===== src/rtl/ssd_pkg.sv =====
// ssd_pkg: shared constants and types for the 7-segment display capture block.
//   SSD_BLANK        all segments dark (active-low bus)
//   SSD_GLYPH_0..F   canonical active-low glyphs, bit0=a .. bit6=g
//   SSD_ALT_GLYPH_*  alternate 7/9 shapes, decoded only with SSD_CAPTURE_ALT_GLYPH_EN
//   ssd_state_e      capture FSM states
//   ssd_event_t      one captured digit event {digit, hex, err}
package ssd_pkg;

    localparam logic [6:0] SSD_BLANK   = 7'h7F;

    localparam logic [6:0] SSD_GLYPH_0 = 7'h40;
    localparam logic [6:0] SSD_GLYPH_1 = 7'h79;
    localparam logic [6:0] SSD_GLYPH_2 = 7'h24;
    localparam logic [6:0] SSD_GLYPH_3 = 7'h30;
    localparam logic [6:0] SSD_GLYPH_4 = 7'h19;
    localparam logic [6:0] SSD_GLYPH_5 = 7'h12;
    localparam logic [6:0] SSD_GLYPH_6 = 7'h02;
    localparam logic [6:0] SSD_GLYPH_7 = 7'h78;
    localparam logic [6:0] SSD_GLYPH_8 = 7'h00;
    localparam logic [6:0] SSD_GLYPH_9 = 7'h18;
    localparam logic [6:0] SSD_GLYPH_A = 7'h08;
    localparam logic [6:0] SSD_GLYPH_B = 7'h03;
    localparam logic [6:0] SSD_GLYPH_C = 7'h46;
    localparam logic [6:0] SSD_GLYPH_D = 7'h21;
    localparam logic [6:0] SSD_GLYPH_E = 7'h06;
    localparam logic [6:0] SSD_GLYPH_F = 7'h0E;

    // Alternate shapes: 7 with segment f lit, 9 with segment d lit.
    localparam logic [6:0] SSD_ALT_GLYPH_7 = 7'h58;
    localparam logic [6:0] SSD_ALT_GLYPH_9 = 7'h10;

    // Event digit field is sized for the largest supported display (256 digits).
    localparam int SSD_IDX_W = 8;

    typedef enum logic [1:0] {
        IDLE   = 2'd0,
        SETTLE = 2'd1,
        LOCKED = 2'd2
    } ssd_state_e;

    typedef struct packed {
        logic [SSD_IDX_W-1:0] digit;
        logic [3:0]           hex;
        logic                 err;
    } ssd_event_t;

endpackage


===== src/rtl/ssd2hex.sv =====
// ssd2hex: combinational decoder from an active-low 7-segment pattern to a hex nibble.
//   seg_i  in  7  segment pattern, bit0=a .. bit6=g, 0=lit
//   hex_o  out 4  decoded nibble, 0 when the pattern is not a known glyph
//   err_o  out 1  pattern not in the decode table
// Build option: SSD_CAPTURE_ALT_GLYPH_EN adds the alternate 7 (7'h58) and 9 (7'h10) shapes.
module ssd2hex
    import ssd_pkg::*;
(
    input  logic [6:0] seg_i,
    output logic [3:0] hex_o,
    output logic       err_o
);

    always_comb begin
        hex_o = 4'h0;
        err_o = 1'b0;
        case (seg_i)
            SSD_GLYPH_0: hex_o = 4'h0;
            SSD_GLYPH_1: hex_o = 4'h1;
            SSD_GLYPH_2: hex_o = 4'h2;
            SSD_GLYPH_3: hex_o = 4'h3;
            SSD_GLYPH_4: hex_o = 4'h4;
            SSD_GLYPH_5: hex_o = 4'h5;
            SSD_GLYPH_6: hex_o = 4'h6;
            SSD_GLYPH_7: hex_o = 4'h7;
            SSD_GLYPH_8: hex_o = 4'h8;
            SSD_GLYPH_9: hex_o = 4'h9;
            SSD_GLYPH_A: hex_o = 4'hA;
            SSD_GLYPH_B: hex_o = 4'hB;
            SSD_GLYPH_C: hex_o = 4'hC;
            SSD_GLYPH_D: hex_o = 4'hD;
            SSD_GLYPH_E: hex_o = 4'hE;
            SSD_GLYPH_F: hex_o = 4'hF;
`ifdef SSD_CAPTURE_ALT_GLYPH_EN
            SSD_ALT_GLYPH_7: hex_o = 4'h7;
            SSD_ALT_GLYPH_9: hex_o = 4'h9;
`endif
            default: err_o = 1'b1;
        endcase
    end

endmodule


===== src/rtl/ssd_capture.sv =====
// ssd_capture: receive-side monitor for a multiplexed 7-segment display bus.
// Samples segment/anode lines, waits for STABLE_CYCLES identical samples, decodes the
// settled glyph and emits one event per settled digit on a one-deep valid/ready output.
// A per-digit shadow keeps the last successfully decoded nibble of every digit.
//   clk_i       in   1                   clock, rising edge
//   reset_i     in   1                   asynchronous active-high reset
//   ssd_i       in   7                   segments, active-low, bit0=a .. bit6=g
//   an_i        in   NUM_DIGITS          digit enables, active-low, valid when exactly one is 0
//   valid_o     out  1                   event available
//   ready_i     in   1                   consumer takes the event when valid_o && ready_i
//   digit_o     out  $clog2(NUM_DIGITS)  digit index of the event
//   hex_o       out  4                   decoded nibble (0 when err_o)
//   err_o       out  1                   settled glyph not decodable
//   overflow_o  out  1                   sticky, an event was dropped
//   digits_o    out  4*NUM_DIGITS        shadow, digit i at [4i+3:4i]
// Build option: SSD_CAPTURE_ALT_GLYPH_EN (forwarded to ssd2hex) enables alternate 7/9 glyphs.
//
// state  | meaning
// IDLE   | sample blank or anodes not one-hot, nothing to capture
// SETTLE | valid sample, counting identical samples
// LOCKED | event for the current sample already emitted
module ssd_capture
    import ssd_pkg::*;
#(
    parameter int NUM_DIGITS    = 4,
    parameter int STABLE_CYCLES = 4,
    localparam int IDX_W        = $clog2(NUM_DIGITS)
) (
    input  logic                    clk_i,
    input  logic                    reset_i,
    input  logic [6:0]              ssd_i,
    input  logic [NUM_DIGITS-1:0]   an_i,
    output logic                    valid_o,
    input  logic                    ready_i,
    output logic [IDX_W-1:0]        digit_o,
    output logic [3:0]              hex_o,
    output logic                    err_o,
    output logic                    overflow_o,
    output logic [4*NUM_DIGITS-1:0] digits_o
);

    localparam int SAMP_W = NUM_DIGITS + 7;
    localparam int CNT_W  = $clog2(STABLE_CYCLES + 1);
    localparam logic [CNT_W-1:0]  CNT_DONE   = CNT_W'(STABLE_CYCLES);
    localparam logic [SAMP_W-1:0] SAMP_RESET = {{NUM_DIGITS{1'b1}}, SSD_BLANK};

    logic [SAMP_W-1:0]       samp_q, samp_d;
    logic [CNT_W-1:0]        cnt_q, cnt_d;
    ssd_state_e              state_q, state_d;
    ssd_event_t              ev_q, ev_d;
    logic                    valid_q, valid_d;
    logic                    ovf_q, ovf_d;
    logic [4*NUM_DIGITS-1:0] digits_q, digits_d;

    logic                    changed;
    logic                    seen_one;
    logic                    seen_many;
    logic                    sample_ok;
    logic                    emit;
    logic [IDX_W-1:0]        idx;
    logic [3:0]              dec_hex;
    logic                    dec_err;

    ssd2hex u_ssd2hex (
        .seg_i (ssd_i),
        .hex_o (dec_hex),
        .err_o (dec_err)
    );

    always_comb begin
        samp_d  = {an_i, ssd_i};
        changed = (samp_d != samp_q);

        if (changed) begin
            cnt_d = CNT_W'(1);
        end else if (cnt_q < CNT_DONE) begin
            cnt_d = cnt_q + CNT_W'(1);
        end else begin
            cnt_d = cnt_q;
        end

        seen_one  = 1'b0;
        seen_many = 1'b0;
        idx       = '0;
        for (int i = 0; i < NUM_DIGITS; i++) begin
            if (!an_i[i]) begin
                if (seen_one) begin
                    seen_many = 1'b1;
                end
                seen_one = 1'b1;
                idx      = IDX_W'(i);
            end
        end
        sample_ok = seen_one && !seen_many && (ssd_i != SSD_BLANK);

        // The counter saturates once settled, so LOCKED suppresses repeats of the same sample;
        // a fresh change is let through so STABLE_CYCLES=1 emits on the first sample.
        emit = sample_ok && (cnt_d == CNT_DONE) && (changed || state_q != LOCKED);

        if (!sample_ok) begin
            state_d = IDLE;
        end else if (emit) begin
            state_d = LOCKED;
        end else if (changed || state_q == IDLE) begin
            state_d = SETTLE;
        end else begin
            state_d = state_q;
        end

        ev_d    = ev_q;
        valid_d = valid_q;
        ovf_d   = ovf_q;
        if (emit) begin
            if (!valid_q || ready_i) begin
                ev_d.digit = SSD_IDX_W'(idx);
                ev_d.hex   = dec_hex;
                ev_d.err   = dec_err;
                valid_d    = 1'b1;
            end else begin
                ovf_d = 1'b1;
            end
        end else if (valid_q && ready_i) begin
            valid_d = 1'b0;
        end

        // Shadow tracks what the display showed, whether or not the consumer took the event.
        digits_d = digits_q;
        for (int i = 0; i < NUM_DIGITS; i++) begin
            if (emit && !dec_err && idx == IDX_W'(i)) begin
                digits_d[4*i +: 4] = dec_hex;
            end
        end
    end

    always_ff @(posedge clk_i or posedge reset_i) begin
        if (reset_i) begin
            samp_q   <= SAMP_RESET;
            cnt_q    <= '0;
            state_q  <= IDLE;
            ev_q     <= '0;
            valid_q  <= 1'b0;
            ovf_q    <= 1'b0;
            digits_q <= '0;
        end else begin
            samp_q   <= samp_d;
            cnt_q    <= cnt_d;
            state_q  <= state_d;
            ev_q     <= ev_d;
            valid_q  <= valid_d;
            ovf_q    <= ovf_d;
            digits_q <= digits_d;
        end
    end

    // Upper event-digit bits are always zero for this display size.
    logic unused_digit_bits;
    assign unused_digit_bits = ^ev_q.digit;

    assign valid_o    = valid_q;
    assign digit_o    = ev_q.digit[IDX_W-1:0];
    assign hex_o      = ev_q.hex;
    assign err_o      = ev_q.err;
    assign overflow_o = ovf_q;
    assign digits_o   = digits_q;

endmodule


===== config.mk =====
export PLATFORM = sky130hd
export DESIGN_NAME = ssd_capture
export DESIGN_NICKNAME = d
export VERILOG_FILES = /design/src/rtl/ssd_pkg.sv /design/src/rtl/ssd2hex.sv /design/src/rtl/ssd_capture.sv
export SDC_FILE = /design/constraint.sdc
export NUM_CORES = 1
export LEC_CHECK = 0
export BUFFER_PORTS_ARGS = -buffer_cell sky130_fd_sc_hd__buf_2
export CORE_MARGIN = 3
export CORE_UTILIZATION = 53
export CTS_CLUSTER_SIZE = 28
export DETAILED_ROUTE_END_ITERATION = 10
export PLACE_DENSITY = 0.77
export SLEW_MARGIN = 20
export SYNTH_ARGS = -nofsm -noshare
export SYNTH_HDL_FRONTEND = slang
export SYNTH_SLANG_ARGS = --single-unit

===== constraint.sdc =====
create_clock -name clk_i -period 3 [get_ports clk_i]
set_input_delay 0.6 -clock clk_i [delete_from_list [all_inputs] [get_ports clk_i]]
set_output_delay 0.6 -clock clk_i [all_outputs]
set_load 0.03 [all_outputs]

==> summary.md, run 1 <==
| Metric | Value |
|---|---|
| Status | `completed` |
| GRT Max-Usage Layer | `met2` |
| Dpl cell area | `around 0.0023 mm^2` |
| Die footprint | `about 0.0048 mm^2` |
| Area Growth Syn to Fin | `14.6%` |
| Register bit total from synthesis | `41` |
| Synthesized area per cell | `approximately 12 um^2` |
| Vias after detailed routing | `about 1500` |
| Skew-Pair Late Insertion Delay | `approximately 0.29 ns` |
| DR vias/cell | `5.67` |
| Max_slew headroom | `around 58%` |
| Drt total wl | `4.06 mm` |
| M2 GR Usage | `between 20% and 30%` |
| Synth top area cells | `dfrtp_1 36%, dfstp_2 14%, mux2_2 12%, xor2_1 5.0%, nand4b_4 2.3%` |
| Synth cell types | `46` |
| TritonCTS clock tree | `done` |
| Drt pass-1 iters | `4` |
| Max-slew violation count | `0` |
| Share of cells above drive strength 1 | `45.9%` |
| Most common cell in the netlist | `dfrtp_1` |
| Post-DR wirelength/cell | `approximately 16 um` |
| Routed Antenna Nets | `0` |
| Met3 usage | `between 5 and 6%` |
| Post-route setup slack | `0.590 ns` |
| Fmax | `between 0.4 and 0.5 GHz` |
| Synth Area in Simple Gates | `between 10% and 20%` |
| Final min period | `2.41 ns` |
| Yosys warning count | `0` |
| Post-placement cell count | `about 250` |
| Post-synth ARST share | `between 90% and 100%` |
| Antenna fix cells | `0` |
| CP Class | `input port to flip-flop` |
| Post-synthesis sequential area ratio | `49.4%` |
| TNS Setup | `0 ns` |
| Buf/Inv on CP | `1` |
| Dpl hpwl | `2.99 mm` |
| Mux cell area share after synthesis | `between 10% and 20%` |
| Slew at the pin with the worst max-slew slack | `0.625 ns` |
| Worst min-delay path category | `input port to async pin` |
| Post-synthesis compound-gate area fraction | `under 10%` |
| FILL cells | `about 300` |
| Design Power | `a little over 1 mW` |
| Design Area, Final | `0.00241 mm^2` |
| Area leader, netlist | `dfrtp_1` |
| Total track usage | `18.2%` |
| Final RePlAce weighted congestion | `roughly 0.92` |
| Final net count | `between 200 and 250` |
| Post-CTS repair timing setup buffer count | `0` |
| XOR/XNOR share of the synthesized area | `around 6.2%` |
| Worst setup path startpoint | `ssd_i[3]` |
| CTS sink cnt | `roughly 40` |
| IO Port Bufs | `38` |
| DP Worst Slack | `0.286 ns` |
| CP Max Fanout | `15` |
| Worst path top cell family by delay | `simple AND/OR/NAND/NOR gates` |
| RSZ-0062 raised after global routing | `false` |
| Max Cap Violations | `0` |
| Top cell type's share of synthesized area | `approximately 36%` |
| Initial Utilization | `56.2%` |
| First DRT Iteration DRCs | `47` |
| Pleak | `~1.1 nW` |
| # setup viols final | `0` |
| Crit. End Element | `flip-flop` |
| Pin count of the biggest net entering global routing | `42` |
| Clock buffer depth | `2` |
| Post-synth top cells | `30 x dfrtp_1, 22 x mux2_2, 12 x xor2_1` |
| CTS Buf Count | `5` |
| Predominant post-synthesis flop cell | `dfrtp_1` |
| CTS resizes | `0` |
| Net count after synthesis | `roughly 190` |
| Clk slew on worst S/H paths | `roughly 0.080 ns` |
| Worst EP arrival | `about 2.6 ns` |
| Die X | `around 69 um` |
| Post-route DRC | `0` |
| Crit path cell chain | `buf_2, or3b_2, o31ai_1, a21oi_1, o211a_4, nor4b_4, mux2_2` |
| Largest family of logic cells by synthesized area | `simple AND/OR/NAND/NOR gates` |
| CP max-delay cell | `or3b_2` |
| Initial antenna violation count | `0` |
| Post-synth EDFFs | `0` |
| Final hold vios | `0` |
| Hold Buf Count CTS | `0` |
| Post-Synthesis Cells | `170` |
| WP data required | `between 3 and 4 ns` |
| Reg-to-reg startpoint | `cnt_q[0]$_DFF_PP0_` |
| H-tree Lvls | `2` |
| Pwr Density | `around 430 mW/mm^2` |
| First-pass GRT wire length | `between 7 and 8 mm` |
| Post-synthesis cell area | `~0.0021 mm^2` |
| Die Ht | `roughly 70 um` |
| # IOs | `39` |
| Peak supply drop | `0.000321 V` |
| Layout Cells excl Fill | `roughly 260` |
| Global route total overflow | `0` |
| Met1 usage | `23.1%` |
| Row cnt | `22` |
| Synth Area in Adders | `less than 1%` |
| Post-route clock period utilization | `between 80% and 90%` |
| Fin Clk Skew | `approximately 0.0075 ns` |
| Vias in the first global route | `~1500` |
| CTS root buf | `clkbuf_8` |
| Slowest stage delay, CP | `about 0.50 ns` |
| Startpoint Class | `input port` |
| Core area | `~0.0037 mm^2` |
## tightest hold or removal path, stage by stage
cell and delay, ns:
buf_2 0.09, inv_1 0.05, buf_4 0.42
## flip-flops by register name, summed over array words and instances (netlist names)
register    count
hex_o           4
valid_o         1
state_q         2
overflow_o      1
cnt_q           3
samp_q         11
digit_o         2
err_o           1
digits_o       16
## layout by cell type (no fill, tap or decap), types with 4 or more instances in the layout
cell type  synthesis  routed
nand3_1            4       4
nor2_1             8       8
nor3_1             4       4
dfrtp_1           30      30
dfstp_2           11      11
buf_2              7      38
xor2_1            12      12
nand3b_1           5       5
nand2b_1           7       7
clkbuf_8           0       6
nand2_1            4       4
mux2_2            22      22
## metal layers
layer	vias to the layer above	wire [um]	share of wire, %
met5	-	0	0
met4	0	34	0.84
met3	4	272	6.7
met2	52	2010	50
met1	709	1740	43
li1	692	-	-
## path summary, 6_finish.rpt
path | end | slack (ns) | cells past startpoint
worst min register to register | overflow_o$_DFFE_PP0P_ | 0.48 | 1
worst max-delay path | digits_o[10]$_DFFE_PP0P_ | 0.59 | 7
max in group asynchronous | samp_q[2]$_DFF_PP1_ | 2.21 | 3
worst min-delay path | overflow_o$_DFFE_PP0P_ | 0.42 | 3
min in group clk_i | samp_q[7]$_DFF_PP1_ | 0.45 | 1
worst max register to register | digits_o[6]$_DFFE_PP0P_ | 0.64 | 5
## cell families after synthesis
group	Yosys count
mux	24
buf+inv	13
fa+ha+maj	1
compound gates	24
simple gates	52
flops	41
xor+xnor	15
## metrics by stage
step | utilization [%] | hold slack [ns]
final | 64.4 | 0.420
after global routing | 64.4 | 0.449
after CTS | 64.4 | 0.437
after detailed placement | 61.9 | 0.465
after global placement | 61.9 | 0.457
after floorplan | - | 0.520
## where the power goes
group | internal (mW) | leakage (nW) | switching, mW | total, mW
Clock | 0.186 | 0.0512 | 0.186 | 0.372
Combinational | 0.0340 | 0.570 | 0.0629 | 0.0970
Sequential | 0.567 | 0.529 | 0.00346 | 0.570
Total | 0.787 | 1.15 | 0.252 | 1.04
## cell type report
type	instances	area, um^2	share of cell area [%]
inverters	3	11.3	0.467
repair buffers	41	213	8.82
flip-flops and latches	41	1040	43.1
clock buffers	6	82.6	3.42
well taps	48	60.1	2.49
clock inverters	2	13.8	0.571
multi-input cells	116	992	41.1
Power figures use the tool's default switching activity.
==> run 2: changes to the inputs <==
==> constraint.sdc (replaced) <==
create_clock -name clk_i -period 2.5 [get_ports clk_i]
set_input_delay 0.5 -clock clk_i [delete_from_list [all_inputs] [get_ports clk_i]]
set_output_delay 0.5 -clock clk_i [all_outputs]
set_load 0.03 [all_outputs]
==> run 2 against run 1 <==
Net effect:
- cell area grew 5.4%
- global-route usage grew 1.1 points
- routed wire length grew 7.6%
- critical endpoint is now digits_o[5]$_DFFE_PP0P_
- power grew 28%
- sequential power grew 20%
- utilization grew 3.5 points
==> summary.md, run 2 (synthesis results as in run 1) <==
| Metric | Value |
|---|---|
| Status | `completed` |
| DR vias/cell | `5.73 (+1.1%)` |
| Share of cells above drive strength 1 | `49.3% (+3.4 points)` |
| Crit. End Element | `flip-flop` |
| Max Cap Violations | `0 (unchanged)` |
| Final min period | `2.25 ns` |
| Core area | `0.00374 mm^2 (unchanged)` |
| Startpoint Class | `flip-flop` |
| Post-placement cell count | `265 (+6.4%)` |
| Design Power | `1.34 mW (+28%)` |
| Slowest stage delay, CP | `0.53 ns (+0.03 ns)` |
| Layout Cells excl Fill | `273 (+6.2%)` |
| Max-slew violation count | `0 (unchanged)` |
| CP max-delay cell | `dfstp_2` |
| Die footprint | `0.00476 mm^2 (unchanged)` |
| Peak supply drop | `0.000386 V (+20%)` |
| Worst EP arrival | `2.43 ns (-0.16 ns)` |
| CP Class | `flip-flop to flip-flop` |
| Initial antenna violation count | `0 (unchanged)` |
| CTS root buf | `clkbuf_8` |
| Post-route clock period utilization | `90.0%` |
| Commonest non-fill, non-tap cell in the layout | `buf_2` |
| Design Area, Final | `0.00254 mm^2 (+5.4%)` |
| Die Ht | `69.0 um (unchanged)` |
| Vias after detailed routing | `1564 (+7.3%)` |
| Area Growth Syn to Fin | `20.9%` |
| Antenna fix cells | `0 (unchanged)` |
| # setup viols final | `0 (unchanged)` |
| Initial Utilization | `56.2% (unchanged)` |
| CTS Buf Count | `5 (unchanged)` |
| Slew at the pin with the worst max-slew slack | `0.493 ns (-0.132 ns)` |
| Clk slew on worst S/H paths | `0.08 ns (about the same)` |
| Multi-input logic area | `992 um^2 (unchanged)` |
| Clock buffer depth | `2 (unchanged)` |
| WP data required | `2.68 ns (-0.50 ns)` |
| Routed Antenna Nets | `0 (unchanged)` |
| # IOs | `39 (unchanged)` |
| H-tree Lvls | `2 (unchanged)` |
| Final Core Density | `67.9% (+3.5 points)` |
| Worst min-delay path category | `input port to async pin` |
| CTS resizes | `0 (unchanged)` |
| Post-CTS repair timing setup buffer count | `0 (unchanged)` |
| Final hold vios | `0 (unchanged)` |
| Global route total overflow | `0 (unchanged)` |
| Drt total wl | `4.36 mm (+7.6%)` |
| Final RePlAce weighted congestion | `0.912 (-1.4%)` |
| Row cnt | `22 (unchanged)` |
| Dpl hpwl | `3.26 mm (+8.9%)` |
| First-pass GRT wire length | `7.47 mm (+6.0%)` |
| Post-DR wirelength/cell | `16.0 um (+1.3%)` |
| Pin count of the biggest net entering global routing | `42 (unchanged)` |
| Hold Buf Count CTS | `0 (unchanged)` |
| Skew-Pair Late Insertion Delay | `0.29 ns (about the same)` |
| Total track usage | `19.2% (+1.1 points)` |
| Storage element area | `0.00104 mm^2 (unchanged)` |
| Max_slew headroom | `67.1% (+9.2 points)` |
| TritonCTS clock tree | `done` |
| Dpl cell area | `0.00244 mm^2 (+5.2%)` |
| IO Port Bufs | `38 (unchanged)` |
| First DRT Iteration DRCs | `67 (+43%)` |
| Pleak | `1.23 nW (+7.1%)` |
| Fmax | `between 0.4 and 0.5 GHz` |
| CTS sink cnt | `41 (unchanged)` |
| RSZ-0062 raised after global routing | `false` |
| Pwr Density | `525 mW/mm^2 (+22%)` |
| Final net count | `239 (+7.2%)` |
| Drt pass-1 iters | `4 (unchanged)` |
| Fin Clk Skew | `0.00717 ns (-0.000309 ns)` |
| Vias in the first global route | `1573 (+6.6%)` |
| Die X | `69.0 um (unchanged)` |
| Post-route DRC | `0 (unchanged)` |
| FILL cells | `296 (-2.6%)` |
| Crit path cell chain | `xor2_1, nor4_1, nand3_1, nand4b_4, nor4_4, mux2_2` |
| Most frequent cells in the layout | `38 x buf_2, 30 x dfrtp_1, 22 x mux2_2, 19 x buf_4, 12 x xor2_1` |
| Max FFs per register | `16 (unchanged)` |
| CP Max Fanout | `4 (-11)` |
[run 2: cell types whose count changed in the layout (fill, tap and decap cells not counted), sizes merged]
cell    before  now
buf         41   57
clkinv       2    1
bufinv       0    1
[run 2: worst paths after layout]
kind	startpoint	depth (start not counted)	to	slack [ns]
max	samp_q[0]$_DFF_PP1_	6	digits_o[5]$_DFFE_PP0P_	0.25
min	reset_i	3	digits_o[13]$_DFFE_PP0P_	0.32
max reg2reg	samp_q[0]$_DFF_PP1_	6	digits_o[5]$_DFFE_PP0P_	0.25
min reg2reg	overflow_o$_DFFE_PP0P_	1	overflow_o$_DFFE_PP0P_	0.48
max in group asynchronous	reset_i	3	samp_q[3]$_DFF_PP1_	1.81
min in group clk_i	ssd_i[2]	1	samp_q[2]$_DFF_PP1_	0.35
[run 2: critical path: cells and delay by family (launching register included)]
kind             cells  cell delay (ns)
multiplexers         1             0.38
AND/OR/NAND/NOR      4             1.17
XOR/XNOR             1             0.06
flip-flops           1             0.53
[run 2: stage by stage]
stage	hold WS (ns)	setup WS, ns	TNS, ns
2_1_floorplan	0.504	0.148	0
3_3_place_gp	0.456	-0.00185	-0.00485
3_5_place_dp	0.466	-0.0421	-0.148
4_1_cts	0.340	0.224	0
5_1_grt	0.346	0.107	0
6_report	0.322	0.250	0
[run 2: final cells by class]
| class | count | area share, % |
|---|---|---|
| clock inverter | 2 | 1.38 |
| tap | 48 | 2.36 |
| timing repair buffer | 57 | 13.1 |
| inverter | 3 | 0.443 |
| clock buffer | 6 | 2.85 |
| multi-input combinational | 116 | 39.0 |
| sequential | 41 | 40.9 |
[run 2: power by group]
| part | switching (mW) | internal, mW | total [mW] |
|---|---|---|---|
| logic | 0.0796 | 0.0541 | 0.134 |
| clock network | 0.221 | 0.296 | 0.517 |
| registers | 0.00416 | 0.680 | 0.685 |
| total | 0.305 | 1.03 | 1.34 |
[run 2: metal layers]
layer / track usage [%] / vias up / wire length (um)
met1: 23.7 / 787 / 1930
met3: 4.37 / 6 / 247
li1: - / 719 / -
met5: 0 / - / 0
met4: 7.16 / 0 / 62
met2: 32.7 / 52 / 2130
==> run 3: changes to the inputs <==
--- a/config.mk
+++ b/config.mk
@@ -7,10 +7,10 @@
 export LEC_CHECK = 0
 export BUFFER_PORTS_ARGS = -buffer_cell sky130_fd_sc_hd__buf_2
 export CORE_MARGIN = 3
-export CORE_UTILIZATION = 53
+export CORE_UTILIZATION = 55
 export CTS_CLUSTER_SIZE = 28
 export DETAILED_ROUTE_END_ITERATION = 10
-export PLACE_DENSITY = 0.77
+export PLACE_DENSITY = 0.79
 export SLEW_MARGIN = 20
 export SYNTH_ARGS = -nofsm -noshare
 export SYNTH_HDL_FRONTEND = slang
==> constraint.sdc (replaced) <==
create_clock -name clk_i -period 2.5 [get_ports clk_i]
set_input_delay 0.5 -clock clk_i [delete_from_list [all_inputs] [get_ports clk_i]]
set_output_delay 0.5 -clock clk_i [all_outputs]
set_load 0.01 [all_outputs]
==> run 3 against run 2 <==
Net effect:
- die area decreased by 3.3%
- clock-buffer cell count down 1
- critical endpoint is now digits_o[7]$_DFFE_PP0P_
- sequential share of layout area up 0.28 points
- hold slack worse by 0.016 ns
- clock power increased by 1%
- largest power group unchanged
- clock skew shrank 0.0010 ns
- cell area fell by 0.69%
==> summary.md, run 3 (synthesis results as in run 1) <==
| Metric | Value |
|---|---|
| Status | `completed` |
| Row cnt | `21 (-4.5%)` |
| Final RePlAce weighted congestion | `0.875 (-4.0%)` |
| Pin count of the biggest net entering global routing | `42 (unchanged)` |
| Worst EP arrival | `2.49 ns (+0.06 ns)` |
| Crit path cell chain | `xor2_1, nor4_1, nand3_1, nand4b_4, nor4_4, mux2_2` |
| Slowest stage delay, CP | `0.53 ns (about the same)` |
| Buf/Inv on CP | `0 (unchanged)` |
| Vias in the first global route | `1542 (-2.0%)` |
| Post-CTS repair timing setup buffer count | `0 (unchanged)` |
| CTS Buf Count | `5 (unchanged)` |
| Worst path top cell family by delay | `simple AND/OR/NAND/NOR gates` |
| Drt total wl | `4.34 mm (-0.62%)` |
| Min Hold Slack | `0.306 ns (-0.0158 ns)` |
| CP Class | `flip-flop to flip-flop` |
| Post-route DRC | `0 (unchanged)` |
| CTS root buf | `clkbuf_8` |
| Die Ht | `67.9 um (-1.7%)` |
| Crit. End Element | `flip-flop` |
| Area Growth Syn to Fin | `20.0%` |
| Peak supply drop | `0.000397 V (+2.7%)` |
| Final hold vios | `0 (unchanged)` |
| H-tree Lvls | `2 (unchanged)` |
| CTS resizes | `0 (unchanged)` |
| Max_slew headroom | `68.3% (+1.2 points)` |
| Initial antenna violation count | `0 (unchanged)` |
| Worst min-delay path category | `input port to async pin` |
| CTS sink cnt | `41 (unchanged)` |
| IO Port Bufs | `38 (unchanged)` |
| DR vias/cell | `5.63 (-1.8%)` |
| CP max-delay cell | `dfstp_2` |
| WP data required | `2.68 ns (about the same)` |
| Global route total overflow | `0 (unchanged)` |
| TritonCTS clock tree | `done` |
| RSZ-0062 raised after global routing | `false` |
| # IOs | `39 (unchanged)` |
| Hold Buf Count CTS | `0 (unchanged)` |
| CP Max Fanout | `4 (unchanged)` |
| Die footprint | `0.00460 mm^2 (-3.3%)` |
| Pwr Density | `530 mW/mm^2 (+0.99%)` |
| Initial Utilization | `60.2% (+4.0 points)` |
| Max Cap Violations | `0 (unchanged)` |
| Post-route clock period utilization | `92.5% (+2.5 points)` |
| Post-DR wirelength/cell | `16.2 um (+1.2%)` |
| Routed Antenna Nets | `0 (unchanged)` |
| Final net count | `236 (-1.3%)` |
| Final min period | `2.31 ns (+0.0624 ns)` |
| Fmax | `0.433 GHz (-2.7%)` |
| Skew-Pair Late Insertion Delay | `0.29 ns (about the same)` |
| Commonest non-fill, non-tap cell in the layout | `buf_2` |
| Total track usage | `21.7% (+2.4 points)` |
| Die X | `67.9 um (-1.7%)` |
| Clk slew on worst S/H paths | `0.08 ns (about the same)` |
| Slew at the pin with the worst max-slew slack | `0.476 ns (-0.0174 ns)` |
| Dpl hpwl | `3.23 mm (-0.83%)` |
| Startpoint Class | `flip-flop` |
| Most frequent cells in the layout | `38 x buf_2, 30 x dfrtp_1, 22 x mux2_2, 16 x buf_4, 12 x xor2_1` |
| Max FFs per register | `16 (unchanged)` |
| Fin Clk Skew | `0.00617 ns (-0.00100 ns)` |
| Share of cells above drive strength 1 | `49.1% (-0.23 points)` |
| Vias after detailed routing | `1508 (-3.6%)` |
| First-pass GRT wire length | `7.25 mm (-3.0%)` |
| TNS Setup | `0 ns (unchanged)` |
| Max-slew violation count | `0 (unchanged)` |
| Drt pass-1 iters | `5 (+1)` |
| # setup viols final | `0 (unchanged)` |
| Clock buffer depth | `2 (unchanged)` |
| Pleak | `1.22 nW (-1.3%)` |
| First DRT Iteration DRCs | `82 (+22%)` |
| Core area | `0.00349 mm^2 (-6.7%)` |
| Antenna fix cells | `0 (unchanged)` |
==> run 3: changes by cell type in the layout (fill, tap and decap cells not counted), sizes merged <==
cell | before | now
clkinvlp | 0 | 1
buf | 57 | 54
clkbuf | 6 | 5
==> run 3: worst paths after layout <==
kind	start	end	slack, ns	cells after the start
worst max-delay path	samp_q[0]$_DFF_PP1_	digits_o[7]$_DFFE_PP0P_	0.19	6
worst min-delay path	reset_i	valid_o$_DFFE_PP0P_	0.31	3
worst max register to register	samp_q[0]$_DFF_PP1_	digits_o[7]$_DFFE_PP0P_	0.19	6
worst min register to register	overflow_o$_DFFE_PP0P_	overflow_o$_DFFE_PP0P_	0.48	1
max in group asynchronous	reset_i	samp_q[6]$_DFF_PP1_	1.84	3
min in group clk_i	an_i[0]	samp_q[7]$_DFF_PP1_	0.36	1
==> run 3: area by class of cell <==
cell class,instances,area [um^2]
timing repair buffer,54,310
tap,46,57.6
inverter,3,11.3
clock inverter,3,46.3
sequential,41,1040
multi-input combinational,116,992
fill,240,968
clock buffer,5,68.8
==> run 3: power breakdown <==
| part | total (mW) | internal, mW | switching, mW | leakage, nW |
|---|---|---|---|---|
| clock | 0.522 | 0.298 | 0.223 | 0.0543 |
| combinational | 0.133 | 0.0528 | 0.0800 | 0.633 |
| sequential | 0.685 | 0.680 | 0.00476 | 0.529 |
| total | 1.34 | 1.03 | 0.308 | 1.22 |
==> run 3: metrics by stage <==
step	instances	util [%]	setup WS (ns)	total power, mW	instance area, um^2
3_5_place_dp	260	69.0	-0.0234	0.830	2410
4_1_cts	268	72.3	0.178	1.35	2530
2_1_floorplan	170	-	0.148	0.783	2100
6_report	268	72.3	0.188	1.34	2530
5_1_grt	268	72.3	0.0261	1.40	2530
3_3_place_gp	260	69.0	0.0148	0.824	2410
==> run 3: layer usage <==
metal / GRT usage, % / routed length, um
met1: 26.5 / 1810
met2: 37.1 / 2200
met3: 5.58 / 304
met4: 7.69 / 24
met5: 0 / 0
==> run 3: worst reg2reg max path: stages, from the launching register on <==
cell and delay [ns]:
dfstp_2 0.53, xor2_1 0.05, nor4_1 0.38, nand3_1 0.19, nand4b_4 0.24, nor4_4 0.42, mux2_2 0.39
